`src/rtl/fetch_stage_pkg.sv`:
```
// fetch_stage_pkg: shared definitions for the MIPS instruction-fetch stage.
// Holds the next-PC source encodings, the NOP word and the default
// instruction-memory address width (`ADDRWIDTH, overridable on the command line).

`ifndef ADDRWIDTH
`define ADDRWIDTH 5
`endif

package fetch_stage_pkg;

  // Next-PC source select driven by the decode stage
  typedef enum logic [1:0] {
    PC_SRC_SEQ    = 2'b00,
    PC_SRC_BRANCH = 2'b01,
    PC_SRC_JUMP   = 2'b10,
    PC_SRC_REG    = 2'b11
  } pc_src_e;

  // All-zero word is sll $0,$0,0, the canonical MIPS NOP
  localparam logic [31:0] NOP = 32'h0000_0000;

  localparam int NB_DATA_DEF = 32;
  localparam int NB_BYTE_DEF = 8;

endpackage

```
`src/rtl/fetch_stage_instr_mem.sv`:
```
// fetch_stage_instr_mem: instruction memory of the fetch stage.
// 2^NB_ADDR words of NB_DATA bits, one synchronous write port used by the
// byte-serial loader and one asynchronous read port addressed by the PC.
// Contents are deliberately not reset so a loaded program survives a reset.

module fetch_stage_instr_mem #(
  parameter int NB_DATA = 32,
  parameter int NB_ADDR = 5
) (
  input  logic               i_clock,
  input  logic               wr_en_i,
  input  logic [NB_ADDR-1:0] wr_addr_i,
  input  logic [NB_DATA-1:0] wr_data_i,
  input  logic [NB_ADDR-1:0] rd_addr_i,
  output logic [NB_DATA-1:0] rd_data_o
);

  logic [NB_DATA-1:0] mem_q [0:(1<<NB_ADDR)-1];

  // Loader write port: one full word per write strobe
  always_ff @(posedge i_clock) begin
    if (wr_en_i) begin
      mem_q[wr_addr_i] <= wr_data_i;
    end
  end

  assign rd_data_o = mem_q[rd_addr_i];

endmodule

```
`src/rtl/fetch_stage.sv`:
```
// fetch_stage: IF stage of the five-stage MIPS pipeline.
// Owns the word-addressed PC, the instruction memory with its byte-serial
// debug loader, and the IF/ID latch. Honours hazard-unit stalls, the debug
// run enable and a sticky halt.
// Build option: define FETCH_FLUSH_EN to squash the instruction fetched in
// the same cycle as a taken branch/jump (replaced by NOP); leave it undefined
// for single-delay-slot behaviour.

`ifndef ADDRWIDTH
`define ADDRWIDTH 5
`endif

module fetch_stage
  import fetch_stage_pkg::*;
#(
  parameter int NB_DATA = 32,
  parameter int NB_ADDR = `ADDRWIDTH,
  parameter int NB_BYTE = 8
) (
  input  logic               i_clock,
  input  logic               i_reset,
  input  logic               i_enable,
  input  logic               i_pc_write,
  input  logic               i_IF_ID_write,
  input  logic               i_branch_or_jump,
  input  logic [1:0]         i_pc_src,
  input  logic [NB_ADDR-1:0] i_addr_branch,
  input  logic [NB_ADDR-1:0] i_addr_jump,
  input  logic [NB_ADDR-1:0] i_addr_register,
  input  logic               i_halt,
  input  logic               i_wr_en,
  input  logic [NB_BYTE-1:0] i_wr_byte,
  output logic [NB_DATA-1:0] o_instruction,
  output logic [NB_ADDR-1:0] o_pc,
  output logic [NB_ADDR-1:0] o_pc_current,
  output logic               o_mem_full,
  output logic               o_halted
);

  localparam int BYTES_PER_WORD = NB_DATA / NB_BYTE;
  localparam int NB_BCNT        = $clog2(BYTES_PER_WORD);
  localparam int NB_BUF         = NB_DATA - NB_BYTE;

  logic [NB_ADDR-1:0] pc_q, pc_d;
  logic [NB_DATA-1:0] instr_q, instr_d;
  logic [NB_ADDR-1:0] ifPc_q, ifPc_d;
  logic               halted_q, halted_d;
  logic [NB_BCNT-1:0] byteCnt_q, byteCnt_d;
  logic [NB_ADDR-1:0] wordPtr_q, wordPtr_d;
  logic [NB_BUF-1:0]  wordBuf_q, wordBuf_d;
  logic               memFull_q, memFull_d;

  logic               loadStrobe;
  logic               lastByte;
  logic               runActive;
  logic               memWrEn;
  logic [NB_DATA-1:0] memWrData;
  logic [NB_DATA-1:0] memRdData;
  logic [NB_DATA-1:0] fetchedInstr;
  logic [NB_ADDR-1:0] pcPlusOne;
  logic [NB_ADDR-1:0] pcTarget;

  // The loader only listens while the pipeline is stopped and not halted
  assign loadStrobe = i_wr_en & ~i_enable & ~halted_q & ~memFull_q & ~i_reset;
  assign lastByte   = (byteCnt_q == NB_BCNT'(BYTES_PER_WORD - 1));
  assign runActive  = i_enable & ~halted_q;
  assign pcPlusOne  = pc_q + NB_ADDR'(1);
  assign memWrEn    = loadStrobe & lastByte;
  assign memWrData  = {wordBuf_q, i_wr_byte};

  fetch_stage_instr_mem #(
    .NB_DATA (NB_DATA),
    .NB_ADDR (NB_ADDR)
  ) u_instr_mem (
    .i_clock   (i_clock),
    .wr_en_i   (memWrEn),
    .wr_addr_i (wordPtr_q),
    .wr_data_i (memWrData),
    .rd_addr_i (pc_q),
    .rd_data_o (memRdData)
  );

  // Next-PC mux: decode only redirects when it reports a taken branch/jump
  always_comb begin
    pcTarget = pcPlusOne;
    if (i_branch_or_jump) begin
      case (pc_src_e'(i_pc_src))
        PC_SRC_SEQ:    pcTarget = pcPlusOne;
        PC_SRC_BRANCH: pcTarget = i_addr_branch;
        PC_SRC_JUMP:   pcTarget = i_addr_jump;
        PC_SRC_REG:    pcTarget = i_addr_register;
        default:       pcTarget = pcPlusOne;
      endcase
    end
  end

  // Word entering IF/ID, squashed on a redirect when flushing is built in
  always_comb begin
    fetchedInstr = memRdData;
`ifdef FETCH_FLUSH_EN
    if (i_branch_or_jump) begin
      fetchedInstr = NOP;
    end
`endif
  end

  // Next-state for loader counters, PC, IF/ID latch and halt flag
  always_comb begin
    pc_d      = pc_q;
    instr_d   = instr_q;
    ifPc_d    = ifPc_q;
    halted_d  = halted_q;
    byteCnt_d = byteCnt_q;
    wordPtr_d = wordPtr_q;
    wordBuf_d = wordBuf_q;
    memFull_d = memFull_q;

    if (loadStrobe) begin
      if (lastByte) begin
        byteCnt_d = '0;
        wordPtr_d = wordPtr_q + NB_ADDR'(1);
        if (&wordPtr_q) begin
          memFull_d = 1'b1;
        end
      end else begin
        byteCnt_d = byteCnt_q + NB_BCNT'(1);
        wordBuf_d = {wordBuf_q[NB_BUF-NB_BYTE-1:0], i_wr_byte};
      end
    end

    if (runActive) begin
      if (i_pc_write) begin
        pc_d = pcTarget;
      end
      if (i_IF_ID_write) begin
        instr_d = fetchedInstr;
        ifPc_d  = pcPlusOne;
      end
      if (i_halt) begin
        halted_d = 1'b1;
      end
    end
  end

  // State registers with synchronous reset; memory contents are left alone
  always_ff @(posedge i_clock) begin
    if (i_reset) begin
      pc_q      <= '0;
      instr_q   <= '0;
      ifPc_q    <= '0;
      halted_q  <= 1'b0;
      byteCnt_q <= '0;
      wordPtr_q <= '0;
      wordBuf_q <= '0;
      memFull_q <= 1'b0;
    end else begin
      pc_q      <= pc_d;
      instr_q   <= instr_d;
      ifPc_q    <= ifPc_d;
      halted_q  <= halted_d;
      byteCnt_q <= byteCnt_d;
      wordPtr_q <= wordPtr_d;
      wordBuf_q <= wordBuf_d;
      memFull_q <= memFull_d;
    end
  end

  assign o_instruction = instr_q;
  assign o_pc          = ifPc_q;
  assign o_pc_current  = pc_q;
  assign o_mem_full    = memFull_q;
  assign o_halted      = halted_q;

endmodule
```
`config.mk`:
```
export PLATFORM = sky130hd
export DESIGN_NAME = fetch_stage
export DESIGN_NICKNAME = d
export VERILOG_FILES = /design/src/rtl/fetch_stage_pkg.sv /design/src/rtl/fetch_stage_instr_mem.sv /design/src/rtl/fetch_stage.sv
export SDC_FILE = /design/constraint.sdc
export NUM_CORES = 1
export LEC_CHECK = 0
export BUFFER_PORTS_ARGS = -buffer_cell sky130_fd_sc_hd__buf_2
export CAP_MARGIN = 10
export CORE_MARGIN = 2
export CORE_UTILIZATION = 56
export DETAILED_ROUTE_END_ITERATION = 10
export HOLD_SLACK_MARGIN = 0.03
export PLACE_DENSITY = 0.75
export SETUP_SLACK_MARGIN = 0.02
export SLEW_MARGIN = 40
export SYNTH_ARGS = -nofsm -noshare
export SYNTH_HDL_FRONTEND = slang
export SYNTH_SLANG_ARGS = --single-unit
```
`constraint.sdc`:
```
create_clock -name i_clock -period 4.5 [get_ports i_clock]
set_input_delay 1.35 -clock i_clock [delete_from_list [all_inputs] [get_ports i_clock]]
set_output_delay 1.35 -clock i_clock [all_outputs]
set_load 0.01 [all_outputs]
```
# After elaboration in Yosys (flattened, before gate mapping)
# Memories as Yosys holds them, arrays and structs flattened. A register that Yosys moved wholly into a read port is not among the register bits.
# Index checks and enable logic that the tools add are counted.
[word_totals] n_memories=1 regBits=43 ramBits=1024 input_bits=33
[op_classes] reduce_logical=7 n_mux=5 bitwise_logic=11 n_addsub=3 n_eq_ne=4
[mem_list] name="u_instr_mem.mem_q" words=32 width=32 rd=1 rd_ports_with_merged_regs=1 write_ports=1 line_no="fetch_stage_instr_mem.sv:18" rtl="logic [NB_DATA-1:0] mem_q [0:(1<<NB_ADDR)-1];"
[op_table] cell="one-hot mux 5 bit (4 select lines)" count=1
[op_table] cell="adder 5 x 1 -> 5 bit (second input constant)" count=2
[op_table] cell="AND reduction 2 bit" count=5
[op_table] cell="AND reduction 7 bit" count=1
[op_table] cell="bitwise AND 1 bit" count=6
[op_table] cell="== test 2 bit (second input constant)" count=3
[op_table] cell="two-way mux 5 bit" count=1
[op_table] cell="inverter 1 bit" count=5
[op_table] cell="adder 2 x 1 -> 2 bit (second input constant)" count=1
[op_table] cell="== test 2 x 1 -> 1 bit (second input constant)" count=1
[op_table] cell="logical NOT 2 bit" count=1
[op_table] cell="two-way mux 1 bit" count=2
[op_table] cell="two-way mux 2 bit" count=1

# Logic depth before layout (Yosys ltp)
# Gate-level depths: netlist of the first run.
[logic_depth] word_depth=8 ltp_mapped=9

# By module
# A second synthesis of the first run with hierarchy kept.
[hier_totals] hier_cells=2559 hier_area_um2=42788.5
[modules_own_cells] mod="fetch_stage_instr_mem" area_each_um2=39844.5 instances=1 cells_each=2228
[modules_own_cells] mod="fetch_stage" area_each_um2=2944.1 instances=1 cells_each=331

# Worst setup path after synthesis of the first run
# Ideal clock, no wire load.
[synth_timing] kind="input to register" start="in i_enable" end="mem u_instr_mem.mem_q[20][0], enable pin" n_path_buf=0 setup_time_ns=0.421 cell_stages=4 arrival_time_ns=3.849 path_slack_ns=0.229 cell_sequence="or4b_2 > nor3_4 > nand2_1 > nor2_1"
[synth_via] elab_chain_cells=8
[synth_rtl] item="from (decl)" line_no="fetch_stage.sv:22" rtl="input logic i_enable,"
[synth_rtl] item="inverter 1 bit" line_no="fetch_stage.sv:64" rtl="assign loadStrobe = i_wr_en & ~i_enable & ~halted_q & ~memFull_q & ~i_reset;"
[synth_rtl] item="bitwise AND 1 bit (4 in series)" line_no="fetch_stage.sv:64"
[synth_rtl] item="bitwise AND 1 bit" line_no="fetch_stage.sv:68" rtl="assign memWrEn = loadStrobe & lastByte;"
[synth_rtl] item="two-way mux 1 bit" line_no="fetch_stage_instr_mem.sv:22" rtl="if (wr_en_i) begin"
[synth_rtl] item="two-way mux 1 bit (not written as such)" line_no="fetch_stage_instr_mem.sv:23" rtl="mem_q[wr_addr_i] <= wr_data_i;"
[synth_rtl] item="to (decl)" line_no="fetch_stage_instr_mem.sv:18"
# Every way passes these cells.

# Final worst setup path of the first run
[layout_timing] start="reg pc_q[2], in the netlist o_pc_current[2]" end="out o_pc_current[2]"
[layout_lines] item="from (decl)" line_no="fetch_stage.sv:44" rtl="logic [NB_ADDR-1:0] pc_q, pc_d;"
[layout_lines] item="from (signal assigned)" line_no="fetch_stage.sv:157" rtl="pc_q <= pc_d;"
[layout_lines] item="to (decl)" line_no="fetch_stage.sv:35" rtl="output logic [NB_ADDR-1:0] o_pc_current,"
# No word-level cell between the ends.

==> results of run 1 <==
==> layout make-up <==
cell class / count / area (um2) / area share
clock buffers: 130 / 2840 / 0.0596
clock inverters: 68 / 727 / 0.0152
inverters: 4 / 15.0 / 0.000315
multi-input cells: 993 / 9360 / 0.196
flip-flops and latches: 1099 / 32300 / 0.677
well taps: 969 / 1210 / 0.0254
repair buffers: 166 / 1280 / 0.0268
==> worst reg2reg max path: stages, from the launching register on <==
cell and delay, ns:
sky130_fd_sc_hd__dfxtp_4 0.72, sky130_fd_sc_hd__buf_4 0.41, sky130_fd_sc_hd__buf_4 0.45, sky130_fd_sc_hd__mux4_2 0.61
sky130_fd_sc_hd__o22ai_1 0.25, sky130_fd_sc_hd__nor2_1 0.08, sky130_fd_sc_hd__nor2_1 0.20, sky130_fd_sc_hd__o41ai_1 0.13
==> power groups by stage <==
stage	Sequential [uW]	Clock [uW]	Combinational, uW
after global routing	11100	9460	735
after detailed placement	11300	0	682
after global placement	11300	0	667
after floorplan	11300	0	445
final	11100	8970	690
after CTS	11100	9070	687
==> through the flow <==
step	area [um2]	hold slack [ns]
final	47700	0.471
after global routing	47700	0.506
after CTS	47700	0.475
after detailed placement	44100	0.467
after global placement	44100	0.444
after floorplan	42000	0.438
==> registers in the layout (all words and copies together), names as in the netlist <==
| name | cells |
|---|---|
| wordPtr_q | 5 |
| wordBuf_q | 24 |
| u_instr_mem.mem_q | 1024 |
| o_pc | 5 |
| o_mem_full | 1 |
| byteCnt_q | 2 |
| o_halted | 1 |
| o_instruction | 32 |
| o_pc_current | 5 |
==> how the worst max path moves through the flow <==
stage,cells past startpoint,slack [ns],endpoint
2_1_floorplan,4,0.23,u_instr_mem.mem_q[20][0]
3_3_place_gp,7,0.74,u_instr_mem.mem_q[18][28]
3_5_place_dp,7,0.71,u_instr_mem.mem_q[2][3]
4_1_cts,2,1.08,o_pc_current[0]
5_1_grt,2,1.03,o_pc_current[0]
6_report,2,1.12,o_pc_current[2]
==> placed cells by master (no fill, tap or decap), drive strengths merged, types with 38 or more instances in the layout <==
| cell type | count |
|---|---|
| edfxtp | 1024 |
| mux2i | 235 |
| buf | 166 |
| mux4 | 137 |
| clkbuf | 130 |
| nor2 | 126 |
| a22oi | 99 |
| nand2 | 90 |
| a21oi | 88 |
| dfxtp | 75 |
| clkinv | 48 |
| o21ai | 40 |
| o22ai | 38 |
==> kinds of logic (layout without fill, tap and decap cells) <==
group,after synthesis,count (layout),synth area share
simple gates,259,259,0.0264
fa+ha+maj,6,6,0.00179
buf+inv,134,368,0.0176
xor+xnor,6,6,0.00125
mux,384,384,0.133
compound gates,338,338,0.0534
flops,1099,1099,0.767
==> routing by layer <==
layer	part of all wire	vias to the layer above	routed length, um	track usage
met4	0.023	0	2140	0.0693
met2	0.48	1037	44900	0.389
met3	0.088	145	8290	0.0395
met1	0.41	11300	38800	0.361
li1	-	9310	-	-
met5	0	-	0	0
==> out/metrics.json, run 1 <==
{
  "run_status": "complete, no violations",
  "fillerInstances": 4835,
  "synth.yosys.warnings": 0,
  "fin_worst_skew_ns": 0.0187,
  "core_area_mm2": 0.0744,
  "drcViolationCount": 0,
  "routedWlPerCell_um": 27.5,
  "area_added_between_synthesis_and_finish_pct": 13.4,
  "drt_first_iter_violations": 2674,
  "highest_clock_rate_mhz": 296,
  "nets": 2408,
  "core.rowCount": 100,
  "numCtsBuffers": 105,
  "io_buffers": 76,
  "vias_per_cell": 6.36,
  "horiz_die_dim_um": 278,
  "timing.final.crit_share": 0.750,
  "netlist_area_mm2": 0.0420,
  "die_h_um": 278,
  "utilization": 0.641,
  "design.portCount": 77,
  "worstMarginPinSlew_ns": 0.813,
  "clockRootBuffer": "sky130_fd_sc_hd__clkbuf_16",
  "synth_most_common_cell": "sky130_fd_sc_hd__edfxtp_1",
  "total_detailed_routing_wirelength_um": 94200,
  "synth.ff_latch_count": 1099,
  "drt-pass1-iter-count": 5,
  "grt_max_degree": 105,
  "ys_async_sr_fraction": 0,
  "slew_violations": 0,
  "crit_path_start_kind": "flop",
  "max-slew-margin-rel": 0.458,
  "tritoncts_clock_tree": "yes",
  "ctsResizeCount": 0,
  "net-switching-power_uw": 4240,
  "yosys-top-cells-count": "1024 x sky130_fd_sc_hd__edfxtp_1, 235 x sky130_fd_sc_hd__mux2i_1, 137 x sky130_fd_sc_hd__mux4_2, 126 x sky130_fd_sc_hd__nor2_1, 99 x sky130_fd_sc_hd__a22oi_1",
  "switching_share": 0.204,
  "timing.hold.worst.class": "reg -> reg",
  "cts.clk_slew.worst_paths_ns": 0.06,
  "postLayoutSetupSlackWorst_ns": 1.12,
  "crit_family": "flip-flops",
  "critical-path-slowest-cell": "sky130_fd_sc_hd__dfxtp_2",
  "htreeDepth": 3,
  "regToRegEndpoint": "o_instruction[16]",
  "timing.final.crit_period_ns": 3.38,
  "synth_cell_types": 49,
  "final_layout_size_suffix_gt1_frac": 0.222,
  "yosysSeqAreaShare": 0.767,
  "setup_violations": 0,
  "cellLeakagePower_uw": 0.0146,
  "critPathRequiredTime_ns": 3.15,
  "power_frac_seq": 0.535,
  "grt_pass1_wl_um": 141000,
  "cts_setup_buffers": 0,
  "startpoint": "o_pc_current[2]",
  "syn_inst": 2226,
  "placed_cells": 3229,
  "p_comb_frac": 0.033,
  "hold_path_startpoint": "byteCnt_q[1]",
  "post_synth_main_area_contributors": "sky130_fd_sc_hd__edfxtp_1 73%, sky130_fd_sc_hd__mux4_2 7.3%, sky130_fd_sc_hd__mux2i_1 5.6%",
  "peakVddDrop_mv": 0.302,
  "rr_worst_depth": 7,
  "synth_flop_cell": "sky130_fd_sc_hd__edfxtp_1",
  "crit_chain": "buf_12 -> buf_2",
  "power.share.clock": 0.431,
  "avg_synthesized_cell_area_um2": 18.9,
  "count_of_flip_flops_with_a_built_in_enable_after_synthesis": 1024,
  "crit_buf_inv": 2,
  "clock_insertion_delay_worst_skew_ns": 0.68,
  "hold_viol_final": 0,
  "first_global_vias": 22100,
  "final.setup.tns_ns": 0,
  "number_of_antenna_violations_at_the_first_check_in_global_routing": 0,
  "vias": 21800,
  "worstSetupPathType": "reg -> out",
  "ctsLongestPathBuffers": 3,
  "finish.cell_count_without_fillers": 3429,
  "ff2ff_setup_slack_ns": 1.53,
  "yosys.area.top_type": "sky130_fd_sc_hd__edfxtp_1",
  "grt_setup_unrepaired": "false",
  "cp_data_arrival_time_ns": 2.03,
  "grt-ovfl-total": 0,
  "gp_routability_congestion": 0.864,
  "worst_hold_stages": 2,
  "syn_nets": 2265,
  "total_track_usage": 0.246,
  "cap_violations": 0,
  "yosys.area.top_type_share": 0.731,
  "timing.critical_path.slowest_cell_delay_ns": 0.77,
  "hold_path_end": "byteCnt_q[1]",
  "number_of_sinks_on_the_clock_net": 1099,
  "power-per-cell-area_mw_per_mm2": 436,
  "crit-reg2reg-launch": "o_pc_current[0]",
  "hpwlAfterDp_um": 57000,
  "floorplan.initialDensity": 0.565,
  "ant_nets": 0,
  "critical_path.endpoint_type": "output port",
  "place_worst_setup_slack_ns": 0.712,
  "finalPower_uw": 20800,
  "post_cts_hold_buffer_count": 0,
  "dieArea_mm2": 0.0773,
  "num_antenna_cells": 0,
  "power.internal_uw": 16500,
  "largest_fanout_on_the_critical_path": 43
}
Note: power is estimated with default switching activity, not from simulation.
==> run 2: changes to the inputs <==
Clock period 4.5 ns to 2.76 ns, I/O delays scaled along.
==> run 2 against run 1 <==
  * Global-route usage is 0.55 points higher
  * Count of clock-buffer cells in the layout is 9 higher
  * Die area stayed put
  * Non-clock buffer count is 56 higher
  * Sequential power is 63% higher
  * Critical path depth stayed put
  * Cell count is 1.6% higher
  * First-iteration DRC count is 4.1% higher
  * Design area is 1.3% higher
  * Total power is 59% higher
  * Sequential share of layout area is 0.84 points lower
==> out/metrics.json, run 2 (same netlist as run 1, synthesis figures left out) <==
{
  "ctsResizeCount": {"value": 1, "change": "was 0"},
  "drt-pass1-iter-count": {"value": 5, "change": "unchanged"},
  "critPathRequiredTime": {"value": 1.93, "unit": "ns", "change": "was 3.15 ns"},
  "io_buffers": {"value": 76, "change": "unchanged"},
  "clock_insertion_delay_worst_skew": {"value": 0.68, "unit": "ns", "change": "about the same"},
  "highest_clock_rate_mhz": 394,
  "power.internal": {"value": 26300, "unit": "uW", "change": "was 16500 uW"},
  "worstSetupPathType": {"value": "reg -> out", "change": "unchanged"},
  "cap_violations": {"value": 0, "change": "unchanged"},
  "power.share.clock": {"value": 0.417, "change": "was 0.431"},
  "net-switching-power": {"value": 6810, "unit": "uW", "change": "was 4240 uW"},
  "final.setup.tns": {"value": 0, "unit": "ns", "change": "unchanged"},
  "vias_per_cell": {"value": 6.29, "change": "was 6.36"},
  "run_status": {"value": "complete, no violations", "change": "unchanged"},
  "ant_nets": {"value": 0, "change": "unchanged"},
  "critical_path.endpoint_type": {"value": "output port", "change": "unchanged"},
  "power-per-cell-area": {"value": 686, "unit": "mW/mm2", "change": "was 436 mW/mm2"},
  "timing.final.crit_period_ns": 2.54,
  "peakVddDrop": {"value": 0.540, "unit": "mV", "change": "was 0.302 mV"},
  "design.portCount": {"value": 77, "change": "unchanged"},
  "num_antenna_cells": {"value": 0, "change": "unchanged"},
  "total_detailed_routing_wirelength": {"value": 96400, "unit": "um", "change": "was 94200 um"},
  "max-slew-margin-rel": {"value": 0.438, "change": "was 0.458"},
  "number_of_sinks_on_the_clock_net": {"value": 1099, "change": "unchanged"},
  "crit_path_start_kind": {"value": "flop", "change": "unchanged"},
  "switching_share": {"value": 0.205, "change": "was 0.204"},
  "core.rowCount": {"value": 100, "change": "unchanged"},
  "tritoncts_clock_tree": {"value": "yes", "change": "unchanged"},
  "setup_violations": {"value": 0, "change": "unchanged"},
  "routedWlPerCell": {"value": 27.7, "unit": "um", "change": "was 27.5 um"},
  "fin_worst_skew": {"value": 0.0334, "unit": "ns", "change": "was 0.0187 ns"},
  "postLayoutSetupSlackWorst": {"value": 0.219, "unit": "ns", "change": "was 1.12 ns"},
  "final_layout_size_suffix_gt1_frac": {"value": 0.232, "change": "was 0.222"},
  "finalPower": {"value": 33100, "unit": "uW", "change": "was 20800 uW"},
  "register_area": {"value": 0.0323, "unit": "mm2", "change": "about the same"},
  "total_track_usage": {"value": 0.252, "change": "was 0.246"},
  "clockRootBuffer": {"value": "sky130_fd_sc_hd__clkbuf_16", "change": "unchanged"},
  "place_worst_setup_slack": {"value": -0.0348, "unit": "ns", "change": "was 0.712 ns"},
  "timing.hold.worst.class": {"value": "in -> reg", "change": "was reg -> reg"},
  "grt_max_degree": {"value": 78, "change": "was 105"},
  "horiz_die_dim": {"value": 278, "unit": "um", "change": "unchanged"},
  "cts.clk_slew.worst_paths": {"value": 0.06, "unit": "ns", "change": "about the same"},
  "timing.final.crit_share": 0.921,
  "core_area": {"value": 0.0744, "unit": "mm2", "change": "unchanged"},
  "dieArea": {"value": 0.0773, "unit": "mm2", "change": "unchanged"},
  "hpwlAfterDp": {"value": 59600, "unit": "um", "change": "was 57000 um"},
  "largest_register_ff_count": {"value": 1024, "change": "unchanged"},
  "final_cell_mix": {"value": "1024 x sky130_fd_sc_hd__edfxtp_1, 235 x sky130_fd_sc_hd__mux2i_1, 137 x sky130_fd_sc_hd__mux4_2, 108 x sky130_fd_sc_hd__clkbuf_16, 99 x sky130_fd_sc_hd__a22oi_1", "change": "was 1024 x sky130_fd_sc_hd__edfxtp_1, 235 x sky130_fd_sc_hd__mux2i_1, 137 x sky130_fd_sc_hd__mux4_2, 106 x sky130_fd_sc_hd__clkbuf_16, 99 x sky130_fd_sc_hd__a22oi_1"},
  "die_h": {"value": 278, "unit": "um", "change": "unchanged"},
  "multiInputGateArea": {"value": 0.00936, "unit": "mm2", "change": "about the same"},
  "drcViolationCount": {"value": 0, "change": "unchanged"},
  "post_cts_hold_buffer_count": {"value": 0, "change": "unchanged"},
  "vias": {"value": 21900, "change": "was 21800"},
  "slew_violations": {"value": 0, "change": "unchanged"},
  "fillerInstances": {"value": 4748, "change": "was 4835"},
  "ctsLongestPathBuffers": {"value": 3, "change": "unchanged"},
  "first_global_vias": {"value": 22400, "change": "was 22100"},
  "grt_setup_unrepaired": {"value": "false", "change": "unchanged"},
  "cts_setup_buffers": {"value": 0, "change": "unchanged"},
  "htreeDepth": {"value": 3, "change": "unchanged"},
  "cp_data_arrival_time": {"value": 1.71, "unit": "ns", "change": "was 2.03 ns"},
  "power_frac_seq": {"value": 0.547, "change": "was 0.535"},
  "grt-ovfl-total": {"value": 0, "change": "unchanged"},
  "drt_first_iter_violations": {"value": 2784, "change": "was 2674"},
  "cellLeakagePower": {"value": 0.0150, "unit": "uW", "change": "was 0.0146 uW"},
  "area_added_between_synthesis_and_finish": {"value": 14.9, "unit": "%", "change": "was 13.4%"},
  "numCtsBuffers": {"value": 105, "change": "unchanged"},
  "most_common_cell_after_layout_fill_and_taps_aside": {"value": "sky130_fd_sc_hd__edfxtp_1", "change": "unchanged"},
  "hold_viol_final": {"value": 0, "change": "unchanged"},
  "floorplan.initialDensity": {"value": 0.565, "change": "unchanged"},
  "nets": {"value": 2464, "change": "was 2408"},
  "p_comb_frac": {"value": 0.035, "change": "was 0.033"},
  "number_of_antenna_violations_at_the_first_check_in_global_routing": {"value": 4, "change": "was 0"},
  "top_register": {"value": "u_instr_mem.mem_q", "change": "unchanged"},
  "largest_fanout_on_the_critical_path": {"value": 18, "change": "was 43"},
  "gp_routability_congestion": {"value": 0.832, "change": "was 0.864"},
  "grt_pass1_wl": {"value": 144000, "unit": "um", "change": "was 141000 um"},
  "worstMarginPinSlew": {"value": 0.842, "unit": "ns", "change": "was 0.813 ns"},
  "ff2ff_setup_slack": {"value": 0.27, "unit": "ns", "change": "was 1.53 ns"}
}
run 2: cell count changes in the layout (fill, tap and decap cells not counted), sizes merged:
cell      previous run  this run
clkbuf             130       139
bufinv              12         5
clkinv              48        50
clkinvlp             3         1
inv                  9         7
buf                166       222
run 2: power groups by stage:
stage | logic (uW) | registers, uW | clock network (uW)
2_1_floorplan | 727 | 18500 | 0
3_3_place_gp | 1140 | 18500 | 0
3_5_place_dp | 1160 | 18500 | 0
4_1_cts | 1170 | 18100 | 14000
5_1_grt | 1240 | 18100 | 14600
6_report | 1170 | 18100 | 13800
run 2: stage by stage:
stage	std cells	util	instance area, um2	hold WS, ns
after floorplan	2226	-	42300	0.438
after global placement	3286	0.604	44900	0.452
after detailed placement	3286	0.604	44900	0.458
after CTS	3484	0.649	48300	0.384
after global routing	3485	0.649	48300	0.438
final	3485	0.649	48300	0.408
run 2: final cells by class:
class	instances	area share
Clock buffer	139	0.0596
Timing Repair Buffer	222	0.0437
Clock inverter	59	0.00940
Tap cell	969	0.0251
Multi-Input combinational cell	993	0.194
Sequential cell	1099	0.668
Inverter	4	0.000311
run 2: per-layer routing:
metal,up-vias,global-route usage,routed length [um]
met1,11300,0.364,38900
met2,1081,0.394,46100
met3,157,0.0509,8990
met5,-,0,0
met4,0,0.0725,2420
li1,9413,-,-
run 2: worst max-delay path: stages, from the launching register on:
cell	delay [ns]
sky130_fd_sc_hd__dfxtp_2	0.52
sky130_fd_sc_hd__buf_4	0.33
sky130_fd_sc_hd__buf_2	0.19
run 2: path summary, 6_finish.rpt:
| kind | from | to | depth (start not counted) |
|---|---|---|---|
| setup / recovery | o_pc_current[4] | o_pc_current[4] | 2 |
| hold / removal | i_halt | o_halted | 3 |
| setup reg to reg | o_pc_current[0] | o_instruction[8] | 7 |
| hold reg to reg | o_instruction[11] | o_instruction[11] | 1 |
